### config.mk
export PLATFORM = sky130hd
export DESIGN_NAME = riscv_instr_loader_flat
export DESIGN_NICKNAME = d
export VERILOG_FILES = /design/src/rtl/riscv_instr_loader_if.sv /design/src/rtl/riscv_instr_loader.sv /design/src/flat_wrapper.sv
export SDC_FILE = /design/constraint.sdc
export NUM_CORES = 1
export LEC_CHECK = 0
export CAP_MARGIN = 20
export CORE_MARGIN = 4
export CORE_UTILIZATION = 53
export DETAILED_ROUTE_END_ITERATION = 7
export HOLD_SLACK_MARGIN = 0.02
export PLACE_DENSITY_LB_ADDON = 0.25
export SLEW_MARGIN = 20
export SYNTH_ARGS = -nofsm -noshare
export SYNTH_HDL_FRONTEND = slang
export SYNTH_SLANG_ARGS = --single-unit
### constraint.sdc
create_clock -name clk -period 3.1 [get_ports clk]
set_clock_uncertainty 0.1 [all_clocks]
set_input_delay 0.62 -clock clk [delete_from_list [all_inputs] [get_ports clk]]
set_output_delay 0.62 -clock clk [all_outputs]
set_load 0.1 [all_outputs]
### src/rtl/riscv_instr_loader_if.sv
// ---------------------------------------------------------------------------
// riscv_instr_loader_if
//
// Purpose:
//   Groups the byte-serial instruction configuration stream and the 32-bit
//   instruction-memory write port that the loader sits between.
//
// Signals:
//   instr_config_addr   byte address of the incoming config byte
//   instr_config_din    config byte
//   instr_config_wr_en  byte valid, one byte per cycle, no backpressure
//   mem_addr            word address of a memory write
//   mem_wdata           packed write data
//   mem_wstrb           byte-lane enables, bit i covers bits [8i+7:8i]
//   mem_we              one-cycle write pulse
//
// Modports:
//   master  environment side: drives the config stream, observes the writes
//   slave   loader side: consumes the config stream, drives the writes
// ---------------------------------------------------------------------------
interface riscv_instr_loader_if #(
  parameter int CFG_ADDR_BITS = 24,
  parameter int MEM_ADDR_BITS = 14
);
  logic [CFG_ADDR_BITS-1:0] instr_config_addr;
  logic [7:0]               instr_config_din;
  logic                     instr_config_wr_en;
  logic [MEM_ADDR_BITS-1:0] mem_addr;
  logic [31:0]              mem_wdata;
  logic [3:0]               mem_wstrb;
  logic                     mem_we;

  modport master (
    output instr_config_addr, instr_config_din, instr_config_wr_en,
    input  mem_addr, mem_wdata, mem_wstrb, mem_we
  );

  modport slave (
    input  instr_config_addr, instr_config_din, instr_config_wr_en,
    output mem_addr, mem_wdata, mem_wstrb, mem_we
  );
endinterface

### src/rtl/riscv_instr_loader.sv
// ---------------------------------------------------------------------------
// riscv_instr_loader
//
// Purpose:
//   Packs a byte-serial instruction stream into 32-bit word writes with byte
//   strobes for the picorv32 instruction memory, and sequences the core reset
//   so the core only runs once an image has been loaded, has gone quiet, and
//   ap_start is high.
//
// Ports:
//   clk          user clock, single clock domain
//   resetn       asynchronous active-low reset
//   bus          slave modport: config byte stream in, memory writes out
//   ap_start     run request from host
//   core_resetn  active-low reset to picorv32
//   load_done    image loaded and settled
//   byte_count   accepted bytes since reset, saturating
//   addr_err     sticky; an out-of-range byte was dropped
//
// The bus interface instance must use the same CFG_ADDR_BITS/MEM_ADDR_BITS
// as this module.
// ---------------------------------------------------------------------------
module riscv_instr_loader #(
  parameter int CFG_ADDR_BITS = 24,
  parameter int MEM_ADDR_BITS = 14,
  parameter int IDLE_CYCLES   = 16,
  parameter int CNT_BITS      = 24
) (
  input  logic                clk,
  input  logic                resetn,
  riscv_instr_loader_if.slave bus,
  input  logic                ap_start,
  output logic                core_resetn,
  output logic                load_done,
  output logic [CNT_BITS-1:0] byte_count,
  output logic                addr_err
);

  localparam int IDLE_W    = $clog2(IDLE_CYCLES + 1);
  localparam int HALF_IDLE = IDLE_CYCLES / 2;

  typedef enum logic [1:0] {
    S_IDLE = 2'd0,
    S_LOAD = 2'd1,
    S_DONE = 2'd2,
    S_RUN  = 2'd3
  } state_t;

  // -------------------------------------------------------------------------
  // Incoming byte decode
  // -------------------------------------------------------------------------
  logic                     w_out_of_range;
  logic                     w_accept;
  logic [1:0]               w_lane;
  logic [MEM_ADDR_BITS-1:0] w_word;
  logic [3:0]               w_lane_hit;
  logic                     w_same_word;
  logic [3:0]               w_base_strb;
  logic [31:0]              w_base_data;
  logic [3:0]               w_merge_strb;
  logic [31:0]              w_merge_data;

  generate
    if (CFG_ADDR_BITS > MEM_ADDR_BITS + 2) begin : g_hi_bits
      assign w_out_of_range = |bus.instr_config_addr[CFG_ADDR_BITS-1:MEM_ADDR_BITS+2];
    end else begin : g_no_hi_bits
      assign w_out_of_range = 1'b0;
    end
  endgenerate

  assign w_accept = bus.instr_config_wr_en & ~w_out_of_range;
  assign w_lane   = bus.instr_config_addr[1:0];
  assign w_word   = bus.instr_config_addr[MEM_ADDR_BITS+1:2];

  // Staging registers
  logic                     r_stg_valid;
  logic [MEM_ADDR_BITS-1:0] r_stg_addr;
  logic [31:0]              r_stg_data;
  logic [3:0]               r_stg_strb;

  // A byte for a fresh word starts from a zeroed base so unwritten lanes
  // never carry stale data from a previous word.
  assign w_same_word = r_stg_valid && (r_stg_addr == w_word);
  assign w_base_strb = w_same_word ? r_stg_strb : 4'b0000;
  assign w_base_data = w_same_word ? r_stg_data : 32'h0000_0000;

  genvar gi;
  generate
    for (gi = 0; gi < 4; gi++) begin : g_lane
      assign w_lane_hit[gi]          = (w_lane == 2'(gi));
      assign w_merge_data[8*gi +: 8] = w_lane_hit[gi] ? bus.instr_config_din
                                                      : w_base_data[8*gi +: 8];
    end
  endgenerate

  assign w_merge_strb = w_base_strb | w_lane_hit;

  // -------------------------------------------------------------------------
  // Datapath next-state
  // -------------------------------------------------------------------------
  logic                     w_stg_valid_next;
  logic [MEM_ADDR_BITS-1:0] w_stg_addr_next;
  logic [31:0]              w_stg_data_next;
  logic [3:0]               w_stg_strb_next;

  logic                     r_mem_we;
  logic [MEM_ADDR_BITS-1:0] r_mem_addr;
  logic [31:0]              r_mem_wdata;
  logic [3:0]               r_mem_wstrb;
  logic                     w_mem_we_next;
  logic [MEM_ADDR_BITS-1:0] w_mem_addr_next;
  logic [31:0]              w_mem_wdata_next;
  logic [3:0]               w_mem_wstrb_next;

  logic [IDLE_W-1:0]        r_idle;
  logic [IDLE_W-1:0]        w_idle_next;
  logic [CNT_BITS-1:0]      r_byte_count;
  logic [CNT_BITS-1:0]      w_byte_count_next;
  logic                     r_addr_err;
  logic                     w_addr_err_next;

  always_comb begin
    w_stg_valid_next = r_stg_valid;
    w_stg_addr_next  = r_stg_addr;
    w_stg_data_next  = r_stg_data;
    w_stg_strb_next  = r_stg_strb;
    w_mem_we_next    = 1'b0;
    w_mem_addr_next  = r_mem_addr;
    w_mem_wdata_next = r_mem_wdata;
    w_mem_wstrb_next = r_mem_wstrb;

    if (w_accept) begin
      if (r_stg_valid && !w_same_word) begin
        // Word change: push out the old stage and start the new one in the
        // same cycle. A single byte can never fill a stage, so no second flush.
        w_mem_we_next    = 1'b1;
        w_mem_addr_next  = r_stg_addr;
        w_mem_wdata_next = r_stg_data;
        w_mem_wstrb_next = r_stg_strb;
        w_stg_valid_next = 1'b1;
        w_stg_addr_next  = w_word;
        w_stg_data_next  = w_merge_data;
        w_stg_strb_next  = w_merge_strb;
      end else if (w_merge_strb == 4'hF) begin
        // Completing byte goes straight out with the rest of the word.
        w_mem_we_next    = 1'b1;
        w_mem_addr_next  = w_word;
        w_mem_wdata_next = w_merge_data;
        w_mem_wstrb_next = 4'hF;
        w_stg_valid_next = 1'b0;
        w_stg_strb_next  = 4'b0000;
      end else begin
        w_stg_valid_next = 1'b1;
        w_stg_addr_next  = w_word;
        w_stg_data_next  = w_merge_data;
        w_stg_strb_next  = w_merge_strb;
      end
    end else if (!bus.instr_config_wr_en && r_stg_valid &&
                 (r_idle == IDLE_W'(HALF_IDLE))) begin
      // Stream went quiet with a partial word pending: write what we have.
      w_mem_we_next    = 1'b1;
      w_mem_addr_next  = r_stg_addr;
      w_mem_wdata_next = r_stg_data;
      w_mem_wstrb_next = r_stg_strb;
      w_stg_valid_next = 1'b0;
      w_stg_strb_next  = 4'b0000;
    end
  end

  always_comb begin
    w_idle_next       = r_idle;
    w_byte_count_next = r_byte_count;
    w_addr_err_next   = r_addr_err;

    // Any wr_en, even a dropped one, counts as activity on the stream.
    if (bus.instr_config_wr_en) begin
      w_idle_next = '0;
    end else if (r_idle != IDLE_W'(IDLE_CYCLES)) begin
      w_idle_next = r_idle + IDLE_W'(1);
    end

    if (w_accept && !(&r_byte_count)) begin
      w_byte_count_next = r_byte_count + CNT_BITS'(1);
    end

    if (bus.instr_config_wr_en && w_out_of_range) begin
      w_addr_err_next = 1'b1;
    end
  end

  always_ff @(posedge clk or negedge resetn) begin
    if (!resetn) begin
      r_stg_valid  <= 1'b0;
      r_stg_addr   <= '0;
      r_stg_data   <= '0;
      r_stg_strb   <= '0;
      r_mem_we     <= 1'b0;
      r_mem_addr   <= '0;
      r_mem_wdata  <= '0;
      r_mem_wstrb  <= '0;
      r_idle       <= '0;
      r_byte_count <= '0;
      r_addr_err   <= 1'b0;
    end else begin
      r_stg_valid  <= w_stg_valid_next;
      r_stg_addr   <= w_stg_addr_next;
      r_stg_data   <= w_stg_data_next;
      r_stg_strb   <= w_stg_strb_next;
      r_mem_we     <= w_mem_we_next;
      r_mem_addr   <= w_mem_addr_next;
      r_mem_wdata  <= w_mem_wdata_next;
      r_mem_wstrb  <= w_mem_wstrb_next;
      r_idle       <= w_idle_next;
      r_byte_count <= w_byte_count_next;
      r_addr_err   <= w_addr_err_next;
    end
  end

  // -------------------------------------------------------------------------
  // Load / run sequencing
  // -------------------------------------------------------------------------
  state_t r_state;
  state_t w_state_next;
  logic   r_core_resetn;
  logic   r_load_done;
  logic   w_core_resetn_next;
  logic   w_load_done_next;

  always_ff @(posedge clk or negedge resetn) begin
    if (!resetn) begin
      r_state       <= S_IDLE;
      r_core_resetn <= 1'b0;
      r_load_done   <= 1'b0;
    end else begin
      r_state       <= w_state_next;
      r_core_resetn <= w_core_resetn_next;
      r_load_done   <= w_load_done_next;
    end
  end

  // A new byte always wins over ap_start: the core must not run on an image
  // that is being rewritten.
  always_comb begin
    w_state_next = r_state;

    unique case (r_state)
      S_IDLE: begin
        if (bus.instr_config_wr_en) w_state_next = S_LOAD;
      end
      S_LOAD: begin
        if (!bus.instr_config_wr_en && !r_stg_valid &&
            (r_idle == IDLE_W'(IDLE_CYCLES))) begin
          w_state_next = S_DONE;
        end
      end
      S_DONE: begin
        if (bus.instr_config_wr_en) w_state_next = S_LOAD;
        else if (ap_start)          w_state_next = S_RUN;
      end
      S_RUN: begin
        if (bus.instr_config_wr_en) w_state_next = S_LOAD;
        else if (!ap_start)         w_state_next = S_DONE;
      end
      default: w_state_next = S_IDLE;
    endcase

    // Outputs are registered from the next state so they change together
    // with the state register.
    w_load_done_next   = (w_state_next == S_DONE) || (w_state_next == S_RUN);
    w_core_resetn_next = (w_state_next == S_RUN);
  end

  assign bus.mem_we    = r_mem_we;
  assign bus.mem_addr  = r_mem_addr;
  assign bus.mem_wdata = r_mem_wdata;
  assign bus.mem_wstrb = r_mem_wstrb;
  assign core_resetn   = r_core_resetn;
  assign load_done     = r_load_done;
  assign byte_count    = r_byte_count;
  assign addr_err      = r_addr_err;

endmodule

### src/flat_wrapper.sv
// flat-port wrapper written by rule: the top's interface ports become plain ports
module riscv_instr_loader_flat 
#(
  parameter int CFG_ADDR_BITS = 24,
  parameter int MEM_ADDR_BITS = 14,
  parameter int IDLE_CYCLES   = 16,
  parameter int CNT_BITS      = 24
)
  (clk, resetn, ap_start, core_resetn, load_done, byte_count, addr_err, bus_instr_config_addr, bus_instr_config_din, bus_instr_config_wr_en, bus_mem_addr, bus_mem_wdata, bus_mem_wstrb, bus_mem_we);
  riscv_instr_loader_if #(.CFG_ADDR_BITS(CFG_ADDR_BITS), .MEM_ADDR_BITS(MEM_ADDR_BITS)) bus_i ();
  input  logic clk;
  input  logic resetn;
  input  logic ap_start;
  output logic core_resetn;
  output logic load_done;
  output logic [CNT_BITS-1:0] byte_count;
  output logic addr_err;
  input wire logic [$bits(bus_i.instr_config_addr)-1:0] bus_instr_config_addr;
  input wire logic [$bits(bus_i.instr_config_din)-1:0] bus_instr_config_din;
  input wire logic [$bits(bus_i.instr_config_wr_en)-1:0] bus_instr_config_wr_en;
  output wire logic [$bits(bus_i.mem_addr)-1:0] bus_mem_addr;
  output wire logic [$bits(bus_i.mem_wdata)-1:0] bus_mem_wdata;
  output wire logic [$bits(bus_i.mem_wstrb)-1:0] bus_mem_wstrb;
  output wire logic [$bits(bus_i.mem_we)-1:0] bus_mem_we;
  assign bus_i.instr_config_addr = bus_instr_config_addr;
  assign bus_i.instr_config_din = bus_instr_config_din;
  assign bus_i.instr_config_wr_en = bus_instr_config_wr_en;
  assign bus_mem_addr = bus_i.mem_addr;
  assign bus_mem_wdata = bus_i.mem_wdata;
  assign bus_mem_wstrb = bus_i.mem_wstrb;
  assign bus_mem_we = bus_i.mem_we;
  riscv_instr_loader #(.CFG_ADDR_BITS(CFG_ADDR_BITS), .MEM_ADDR_BITS(MEM_ADDR_BITS), .IDLE_CYCLES(IDLE_CYCLES), .CNT_BITS(CNT_BITS)) u_core (.clk(clk), .resetn(resetn), .bus(bus_i), .ap_start(ap_start), .core_resetn(core_resetn), .load_done(load_done), .byte_count(byte_count), .addr_err(addr_err));
endmodule
After elaboration in Yosys (flattened, before gate mapping):

Cells that the tools add are included.

* reduce and logical (&&, ||, !) cells: 21
* $add $sub $neg: 2
* bitwise gates (word level): 3
* equality and inequality tests: 15
* multiplexer cells: 43

Operators with widths (count)
* $mux 32: 7
* $mux 14: 6
* $mux 4: 9
* $mux 8: 4
* $add 24x1->24 const B: 1
* $reduce_and 24->1: 1
* $eq 14x14->1: 1
* $eq 2x2->1 const B: 6
* $mux 2: 6
* $mux 5: 2
* $logic_and 1x1->1: 8
* $mux 1: 8
* $pmux 2 s4: 1
* $reduce_or 8->1: 1
* $add 5x1->5 const B: 1
* $eq 5x4->1 const B: 1
* $eq 5x5->1 const B: 1
* $ne 5x5->1 const B: 1
* $eq 2x1->1 const B: 2
* $eq 4x4->1 const B: 1
* $logic_not 1->1: 4
* $logic_not 2->1: 2
* $or 4x4->4: 1
* $reduce_and 2->1: 2
* other kinds (6): 7

* input bits: 36
* register bits after elaboration: 136
* word-level logic and storage cells: 98

Longest topological paths before layout:

Gate-level depths: netlist (run 1).

* depth after elaboration: 8
* gate-level depth with buffers: 8
* gate-level depth less buffers: 7

Worst setup path before layout (run 1):

OpenSTA, ideal clock, no wires.

* kind: input-to-reg
* start point: input bus_instr_config_addr[2]
* end point: register u_core.r_mem_wdata[15], in the netlist u_core.bus.mem_wdata[15]
* stages on the path: 8
* path buffers: 2
* arrival time: 2.411 ns
* path slack: 0.463 ns
* setup time: 0.126 ns
* cell sequence: xor2_1 > nor4_2 > and4_1 > buf_2 > nand2_1 > a32oi_4 > buf_4 > mux2_2

* word-level cells in the longest chain between the ends: 7

RTL lines
* from (decl): line flat_wrapper.sv:18 `input wire logic [$bits(bus_i.instr_config_addr)-1:0] bus_instr_config_addr;`
* $eq 14x14->1 *: line riscv_instr_loader.sv:83 `assign w_same_word = r_stg_valid && (r_stg_addr == w_word);`
* $logic_and 1x1->1 *: line riscv_instr_loader.sv:83
* $mux 4 or $mux 32 (tied branches): line riscv_instr_loader.sv:84, riscv_instr_loader.sv:85
* $or 4x4->4 or $mux 8 (tied branches): line riscv_instr_loader.sv:96, riscv_instr_loader.sv:91
* $eq 4x4->1 or $mux 32 (tied branches): line riscv_instr_loader.sv:144 `end else if (w_merge_strb == 4'hF) begin`
* $ne 3x3->1 (no source line) or $mux 32 (tied branches)
* $reduce_and 2->1 (no source line) or $mux 32 (tied branches)
* to (signal assigned): line riscv_instr_loader.sv:211 `r_mem_wdata <= w_mem_wdata_next;`
* to (decl): line riscv_instr_loader.sv:108 `logic [31:0] r_mem_wdata;`

Mark *: on every way between the ends. The rest lies on a longest branch, timed or not. The select of a mux whose other input is x is not followed.
A chain may end at the register's enable or synchronous reset.

Worst setup path in the final report (run 1):

* start point: input bus_instr_config_addr[8]
* end point: register u_core.r_mem_wdata[0], in the netlist u_core.bus.mem_wdata[0]

Same word-level chain as after synthesis.

==> results.md, run 1 <==
* Final Cycle Share at 96.5%
* Final setup viols at 0
* Cell variety after synth at 45
* Commonest non-fill, non-tap cell in the layout: dfrtp_1
* Async set-reset flop share out of synthesis at 100%
* Pwr Density at 484 nW/um^2
* Post-Synth Simple-Gate Area at under 10%
* CP Max Fanout at 8
* Post-synthesis adder-cell area fraction at 0.597%
* Post-CTS Setup Inserts at 0
* Register area share after synthesis at 54.1%
* Max-slew headroom at between 20% and 30%
* Final min period at 2.99 ns
* Most frequent cells in the layout: dfrtp_1 (136), buf_4 (110), mux2_2 (66)
* Area leader, netlist: dfrtp_1
* Status: finished, final reports clean
* DIE WIDTH at 117 um
* Final Worst Setup Slack at 0.109 ns
* Critical Path Start Type: primary input
* LEAKAGE at 0.00407 uW
* Leading cell types by total area after synthesis: dfrtp_1 (54%), mux2_2 (12%), a32o_1 (5.1%), a22o_1 (4.5%), xor2_1 (3.2%)
* CTS tree: built
* Vias in the first global route at 4733
* Vias per Instance at 5.94
* All-Layer GR Usage at 24.0%
* Antenna violations before repair at 0
* Setup Crit Path Kind: in -> reg
* Commonest register cell after synthesis: dfrtp_1
* # port buffers at about 110
* Drt wl/cell at 19.5 um
* Io pins at 114
* DRT Wirelength at 15700 um
* Initial Utilization at a little over half
* Synth Area in Compound Gates at a little over an eighth
* Total CTS buffers at 17
* CTS Buffer Depth at 2
* Fin nets at 689
* Post-synth EDFFs at 0
* Synthesis warning total at 0
* Placer Congestion at approximately 0.85
* Worst Setup End Kind: flip-flop
* Syn Nets at about 540
* DRT iter0 DRCs at 436
* Max VDD drop at around 0.00033 V
* Share of layout cells above drive strength 1 at 33.9%
* Max-cap violations at 0
* Full die area at 13700 um^2
* Via count at ~4800
* Root Buffer: clkbuf_16
* Syn_area_per_cell at 12.7 um^2
* Worst-Margin Slew at roughly 1.1 ns
* H-Tree Depth at 4
* Post-Syn Area at approximately 6300 um^2
* Worst endpoint required time at 3.36 ns
* Mux contribution to synthesized area at 14.5%
* Yosys reg bits at around 140
* F_max at 334 MHz
* Grt total ovfl at 0
* Final Hold Fails at 0
* Largest family of logic cells by synthesized area: multiplexers
* Fin cells at ~800
* WL met3 at between 1000 and 1500 um
* Placed wire-length estimate at 10700 um
* DR pass1 iterations at 5
* Mapped Cells at 496
* Rows at 39
* Residual DRC at 0
* Highest routed layer: met4
* Final slew viol count at 0
* First-pass GRT wire length at about 25000 um
* Total negative slack at 0 ns
* Met2 Wirelength at 7480 um
* Routed Antenna Nets at 0
* Core Region at 11500 um^2
* Synth Area in XOR/XNOR at under 10%
* Worst hold slack at 0.118 ns
* Sink Count at 136
* Placed cell area at 7670 um^2
* CTS clk-pin slew, worst paths at roughly 0.060 ns
* Post-synth top area share at 54.1%
* Clk_lat worst skew at 0.42 ns
* Layout area overhead at 31.2%
* Met1 wire length at between 6000 and 7000 um
* CP Data Arrival Time at 3.25 ns
* Largest net degree at the start of global routing at around 50
* Die height at 117 um
* Placed insts at 773
* Antenna cells at 0
* Final Cell Area at 8250 um^2
* Setup slack at placement at -0.280 ns
* Hold WC Path Type: in -> async
per-layer routing:
metal  up-vias  global-route usage [%]
li1       2160                       -
met2       205                    37.7
met5         -                       0
met1      2385                    33.0
met4         0                    7.34
met3        22                    6.17
cell type report:
class | instances | area [um^2]
sequential | 136 | 3400
fill | 822 | 3260
multi-input combinational | 335 | 2760
timing repair buffer | 152 | 1310
clock buffer | 18 | 439
tap | 143 | 179
clock inverter | 12 | 130
inverter | 8 | 30.0
synth_stat cells (2+ instances only):
master    number
dfrtp_1      136
mux2_2        66
a22o_1        32
a32o_1        32
nor2_1        24
xor2_1        23
nand2_1       19
xnor2_1       17
mux2_1        13
and2_1        12
nand3_1       12
nand4_1       10
nor3_1         9
inv_1          8
a21oi_1        7
nand2b_1       7
a21o_1         6
buf_2          6
clkbuf_1       6
nor4_1         5
and3_1         4
o21ai_1        4
a22oi_1        3
buf_6          3
ha_1           3
nor2b_1        3
nor4_2         3
a41oi_1        2
buf_4          2
mux2i_1        2
nand3b_1       2
o21ai_0        2
worst paths after layout:
check,from,end,slack [ns],depth (start not counted)
setup / recovery,bus_instr_config_addr[8],u_core.bus.mem_wdata[0],0.11,8
hold / removal,resetn,u_core.byte_count[2],0.12,1
setup reg to reg,u_core.r_stg_addr[6],u_core.bus.mem_wdata[0],0.38,7
hold reg to reg,u_core.bus.mem_addr[6],u_core.bus.mem_addr[6],0.39,1
max in group asynchronous,resetn,u_core.byte_count[15],2.11,2
min in group clk,u_core.bus.mem_addr[6],u_core.bus.mem_addr[6],0.39,1
critical path, stage by stage:
cell and delay, ns:
clkdlybuf4s50_1 0.44, xor2_1 0.19, nor4_2 0.30, buf_4 0.16
a41oi_1 0.29, nor3_1 0.82, a32o_1 0.27, mux2_2 0.16
metrics by stage:
stage	utilization [%]	power, uW
floorplan	-	1940
global placement	66.6	2080
detailed placement	66.6	2090
CTS	71.6	4020
global route	71.7	4130
finish	71.7	4000
cell families (layout without fill, tap and decap cells):
family,Yosys count,count (layout)
flops,136,136
simple gates,116,116
compound gates,95,95
mux,81,81
xor+xnor,40,40
buf+inv,25,190
fa+ha+maj,3,3
where the power goes:
part	total [uW]	internal, uW	switching, uW
clock	1940	1190	750
sequential	1820	1800	21.0
combinational	238	108	130
total	4000	3100	901
state kept, by name, indices dropped and copies added, names as in the netlist:
register / flops
u_core.r_idle: 5
u_core.r_stg_valid: 1
u_core.addr_err: 1
u_core.r_stg_data: 32
u_core.bus.mem_addr: 14
u_core.core_resetn: 1
u_core.byte_count: 24
u_core.r_stg_strb: 4
u_core.bus.mem_wdata: 32
u_core.bus.mem_wstrb: 4
u_core.r_stg_addr: 14
u_core.bus.mem_we: 1
u_core.r_state: 2
u_core.load_done: 1
what timing repair did:
item                                    CTS  global route
hold buffers                              0             0
endpoints found under the hold margin     0             0
endpoints found under the setup margin    0             6
gates resized for setup                   0             1
Note: power is estimated with default switching activity, not from simulation.
==> run 2, diff against run 1 <==
Settings changed: GPL_TIMING_DRIVEN set to 0.
==> run 2 against run 1 <==
Power increased by 3.3%. First-iteration DRC count increased by 0.46%. Sequential power about the same. Flip-flop and latch count unchanged. Combinational power decreased by 5%. Via count decreased by 1.5%.
==> results.md, run 2 (synthesized netlist as in run 1, its figures left out) <==
* Final Cycle Share at 97.8%
* Worst hold slack at 0.391 ns
* Hold Crit Depth at 1
* CP Data Arrival Time at approximately 3.3 ns
* H-Tree Depth at 4
* Max-slew headroom at a little over a quarter
* WHS Endpoint: u_core.bus.mem_addr[13]
* Status: finished, final reports clean
* Most frequent cells in the layout: dfrtp_1 (136), clkdlybuf4s50_1 (111), mux2_2 (66)
* Final setup viols at 0
* Full die area at 13700 um^2
* Share of layout cells above drive strength 1 at a little under a fifth
* Residual DRC at 0
* Worst-path cell chain: clkdlybuf4s50_1, xor2_1, nor4_2, a41oi_1, nor3_1, a32o_1, mux2_2
* Die height at 117 um
* Vias in the first global route at 4849
* Layout area overhead at 31.9%
* Worst Setup End Kind: flip-flop
* Initial Utilization at 54.6%
* DIE WIDTH at 117 um
* Final min period at roughly 3 ns
* Grt total ovfl at 0
* Final Worst Setup Slack at around 0.07 ns
* Pwr Density at approximately 500 nW/um^2
* Final Hold Fails at 0
* # port buffers at 112
* Commonest non-fill, non-tap cell in the layout: dfrtp_1
* LEAKAGE at 0.00382 uW
* Vias per Instance at 5.98
* Drt wl/cell at ~20 um
* RSZ-0062 raised after global routing: true
* Final slew viol count at 0
* Critical-path top delay cell: nor3_1
* Rows at 39
* Slowest stage delay, CP at between 0.9 and 1 ns
* F_max at 330 MHz
* Placed insts at 752
* Via count at 4701
* Antenna cells at 0
* CP Max Fanout at 8
* Critical Path Start Type: primary input
* Worst-Margin Slew at 1.08 ns
* Clk_lat worst skew at 0.42 ns
* First-pass GRT wire length at 25300 um
* CTS tree: built
* Largest net degree at the start of global routing at 97
* Core Region at 11500 um^2
* Reg-to-reg setup timing slack at ~0.36 ns
* Fin cells at 786
* CTS clk-pin slew, worst paths at 0.05 ns
* Reg2reg end: u_core.bus.mem_wdata[17]
* Max-cap violations at 0
* Max VDD drop at approximately 0.00035 V
* Setup Crit Path Kind: in -> reg
* Sink Count at 136
* DRT Wirelength at about 15000 um
* Routed Antenna Nets at 0
* DR pass1 iterations at 5
* Hold WC Path Type: reg -> reg
* Antenna violations before repair at 0
* Min-delay src: u_core.bus.mem_addr[13]
* Fin nets at 669
* Root Buffer: clkbuf_16
* Placer Congestion at 0.876
* RR Startpoint: u_core.r_stg_addr[8]
* DRT iter0 DRCs at 438
* Setup slack at placement at -0.484 ns
* Worst R2R Path Depth at 6
* Total Power at 4130 uW
* Total CTS buffers at 17
* Placed wire-length estimate at 10700 um
* CTS Buffer Depth at 2
* Worst endpoint required time at 3.35 ns
* Placed cell area at 7620 um^2
* All-Layer GR Usage at 24.2%
* Final Cell Area at 8300 um^2
* Io pins at 114
run 2: area by class of cell:
type | count | area [um^2]
fill | 820 | 3220
multi-input combinational | 335 | 2780
buffer | 17 | 101
tap | 143 | 179
inverter | 8 | 30.0
clock inverter | 7 | 114
timing repair buffer | 115 | 1180
sequential | 136 | 3400
clock buffer | 25 | 505
run 2: layer usage:
| layer | routed length (um) | global-route usage [%] |
|---|---|---|
| met4 | 301 | 8.72 |
| met2 | 7180 | 36.2 |
| met5 | 0 | 0 |
| met1 | 6930 | 33.9 |
| met3 | 1050 | 6.94 |
run 2: power breakdown:
group	switching (uW)	internal [uW]
combinational	127	98.1
clock	716	1370
sequential	20.5	1800
run 2: worst max path at each step:
stage / from / endpoint / slack, ns / depth (start not counted)
2_1_floorplan: bus_instr_config_addr[2] / u_core.bus.mem_wdata[15] / 0.46 / 8
3_3_place_gp: resetn / u_core.bus.mem_wdata[10] / -3.88 / 1
3_5_place_dp: bus_instr_config_addr[21] / u_core.r_stg_addr[11] / -0.48 / 6
4_1_cts: bus_instr_config_addr[10] / u_core.bus.mem_wdata[17] / 0.05 / 9
5_1_grt: bus_instr_config_addr[2] / u_core.bus.mem_wdata[23] / -0.11 / 7
6_report: bus_instr_config_addr[2] / u_core.bus.mem_wdata[17] / 0.07 / 7
run 2: repair_timing:
item / 4_1_cts / 5_1_grt
hold endpoints to repair: 40 / 0
hold buffers: 1 / 0
gates resized for setup: 2 / 3
endpoints found under the setup margin: 10 / 71
buffers inserted: 0 / 1
run 2: stage by stage:
stage | utilization [%] | setup TNS (ns)
2_1_floorplan | - | 0
3_3_place_gp | 65.9 | -551.25
3_5_place_dp | 66.2 | -32.16
4_1_cts | 71.7 | 0
5_1_grt | 72.1 | -1.53
6_report | 72.1 | 0
run 2: critical path: cells and delay by family:
family | cells | cell delay [ns]
AO/OA/AOI/OAI | 2 | 0.56
XOR/XNOR | 1 | 0.20
buffers and inverters | 1 | 0.47
multiplexers | 1 | 0.16
AND/OR/NAND/NOR | 2 | 1.28
==> run 3, diff against run 2 <==
==> constraint.sdc (replaced) <==
create_clock -name clk -period 3.1 [get_ports clk]
set_clock_uncertainty 0.1 [all_clocks]
set_input_delay 0.31 -clock clk [delete_from_list [all_inputs] [get_ports clk]]
set_output_delay 0.31 -clock clk [all_outputs]
set_load 0.1 [all_outputs]
==> run 3 against run 2 <==
Wire length decreased by 0.92%. Global-route usage is essentially flat. Highest routed layer unchanged. Critical path type unchanged. Die area unchanged. Register-to-register slack is essentially flat.
==> results.md, run 3 (synthesized netlist as in run 1, its figures left out) <==
* F_max at approximately 350 MHz
* Full die area at 13700 um^2
* Clk_lat worst skew at ~0.42 ns
* RR Startpoint: u_core.r_stg_addr[8]
* Max VDD drop at 0.000350 V
* All-Layer GR Usage at 24.2%
* Largest net degree at the start of global routing at 97
* Fillers at 820
* Worst-Margin Slew at 1.10 ns
* Pwr Density at ~500 nW/um^2
* Final Cell Area at 8250 um^2
* Root Buffer: clkbuf_16
* Switch Pwr at 867 uW
* Die height at 117 um
* LEAKAGE at about 0.0038 uW
* Final Cycle Share at between 90% and 100%
* Max-cap violations at 0
* Most frequent cells in the layout: dfrtp_1 (136), clkdlybuf4s50_1 (111), mux2_2 (66)
* CP Max Fanout at 10
* Worst Setup End Kind: flip-flop
* Final slew viol count at 0
* DRT Wirelength at 15300 um
* DR pass1 iterations at 5
* Clk pwr share at between 50% and 60%
* Grt total ovfl at 0
* Final setup viols at 0
* Placed cell area at 7620 um^2
* Vias in the first global route at 4839
* Drt wl/cell at 19.5 um
* Cell-internal power at 3270 uW
* Combinational share of power at 5.4%
* Antenna violations before repair at 0
* Placed wire-length estimate at 10700 um
* H-Tree Depth at 4
* Post-CTS sizing at 0
* Initial Utilization at 54.6%
* Residual DRC at 0
* # port buffers at 112
* Critical Path Start Type: primary input
* Sw Share at a little over a fifth
* Hold WC Path Type: in -> async
* Reg-to-reg setup timing slack at 0.35 ns
* Fin nets at 668
* Routed Antenna Nets at 0
* Multi-input logic area at 2760 um^2
* Reg power frac at 44.0%
* Sink Count at 136
* Via count at ~4700
* CTS tree: built
* CTS clk-pin slew, worst paths at ~0.060 ns
* Rows at 39
* Max-slew headroom at 26.4%
* DRT iter0 DRCs at between 400 and 500
* Placer Congestion at 0.876
* Reg2reg end: u_core.bus.mem_wdata[17]
* CTS Buffer Depth at 2
* Commonest non-fill, non-tap cell in the layout: dfrtp_1
* Total CTS buffers at 17
* Worst hold slack at 0.270 ns
* RSZ-0062 raised after global routing: false
* First-pass GRT wire length at 25300 um
* Status: finished, final reports clean
* Final min period at 2.85 ns
* Register area at 3400 um^2
* Worst endpoint required time at about 3.3 ns
* Worst R2R Path Depth at 6
* Core Region at 11500 um^2
* Share of layout cells above drive strength 1 at 18.2%
* Layout area overhead at 31.2%
* Setup Crit Path Kind: in -> reg
* Total negative slack at 0 ns
* Antenna cells at 0
* Io pins at 114
* CP Data Arrival Time at 3.05 ns
* DIE WIDTH at 117 um
* Vias per Instance at ~6.0
* Final Hold Fails at 0
[run 3: power groups by stage]
stage	clock, uW	combinational, uW	sequential [uW]
after floorplan	0	86.1	1860
after global placement	0	212	1850
after detailed placement	0	222	1850
after CTS	2120	225	1820
after global routing	2210	246	1820
final	2090	223	1820
[run 3: critical path, cell delays in order]
cell and delay (ns):
clkdlybuf4s50_1 0.40, nor4_1 0.54, nand3_1 0.51, nor2_1 0.56, buf_2 0.35, mux2_2 0.37
[run 3: worst max-delay path by stage]
stage                                          from                       end  slack, ns  depth (start not counted)
after floorplan                u_core.byte_count[6]     u_core.byte_count[14]       0.57                          6
after global placement                       resetn  u_core.bus.mem_wdata[10]      -3.57                          1
after detailed placement  bus_instr_config_addr[21]     u_core.r_stg_addr[11]      -0.17                          6
after CTS                 bus_instr_config_addr[21]      u_core.r_stg_addr[4]       0.27                          6
after global routing      bus_instr_config_addr[21]      u_core.r_stg_addr[4]       0.13                          6
final                     bus_instr_config_addr[21]      u_core.r_stg_addr[8]       0.25                          6
[run 3: timing repair]
item,in CTS,in global routing
endpoints found under the setup margin,0,0
endpoints found under the hold margin,40,0
setup buffers,0,0
hold buffers,1,0
[run 3: metrics by stage]
step | setup WS, ns | util (%) | std cells | power (uW)
after floorplan | 0.575 | - | 496 | 1940
after global placement | -3.57 | 65.9 | 751 | 2060
after detailed placement | -0.174 | 66.2 | 752 | 2070
after CTS | 0.265 | 71.7 | 785 | 4160
after global routing | 0.128 | 71.7 | 785 | 4270
final | 0.250 | 71.7 | 785 | 4130
[run 3: cell type report]
cell class	instances	area share, %
sequential	136	41.2
multi-input combinational	335	33.4
timing repair buffer	114	14.1
clock buffer	25	6.12
tap	143	2.17
clock inverter	7	1.38
buffer	17	1.23
inverter	8	0.364
[run 3: per-layer routing]
layer | global-route usage (%) | vias up | routed length (um)
met2 | 36.2 | 192 | 7110
met5 | 0 | - | 0
met3 | 6.94 | 25 | 1090
met4 | 8.72 | 0 | 288
li1 | - | 2133 | -
met1 | 33.9 | 2322 | 6830
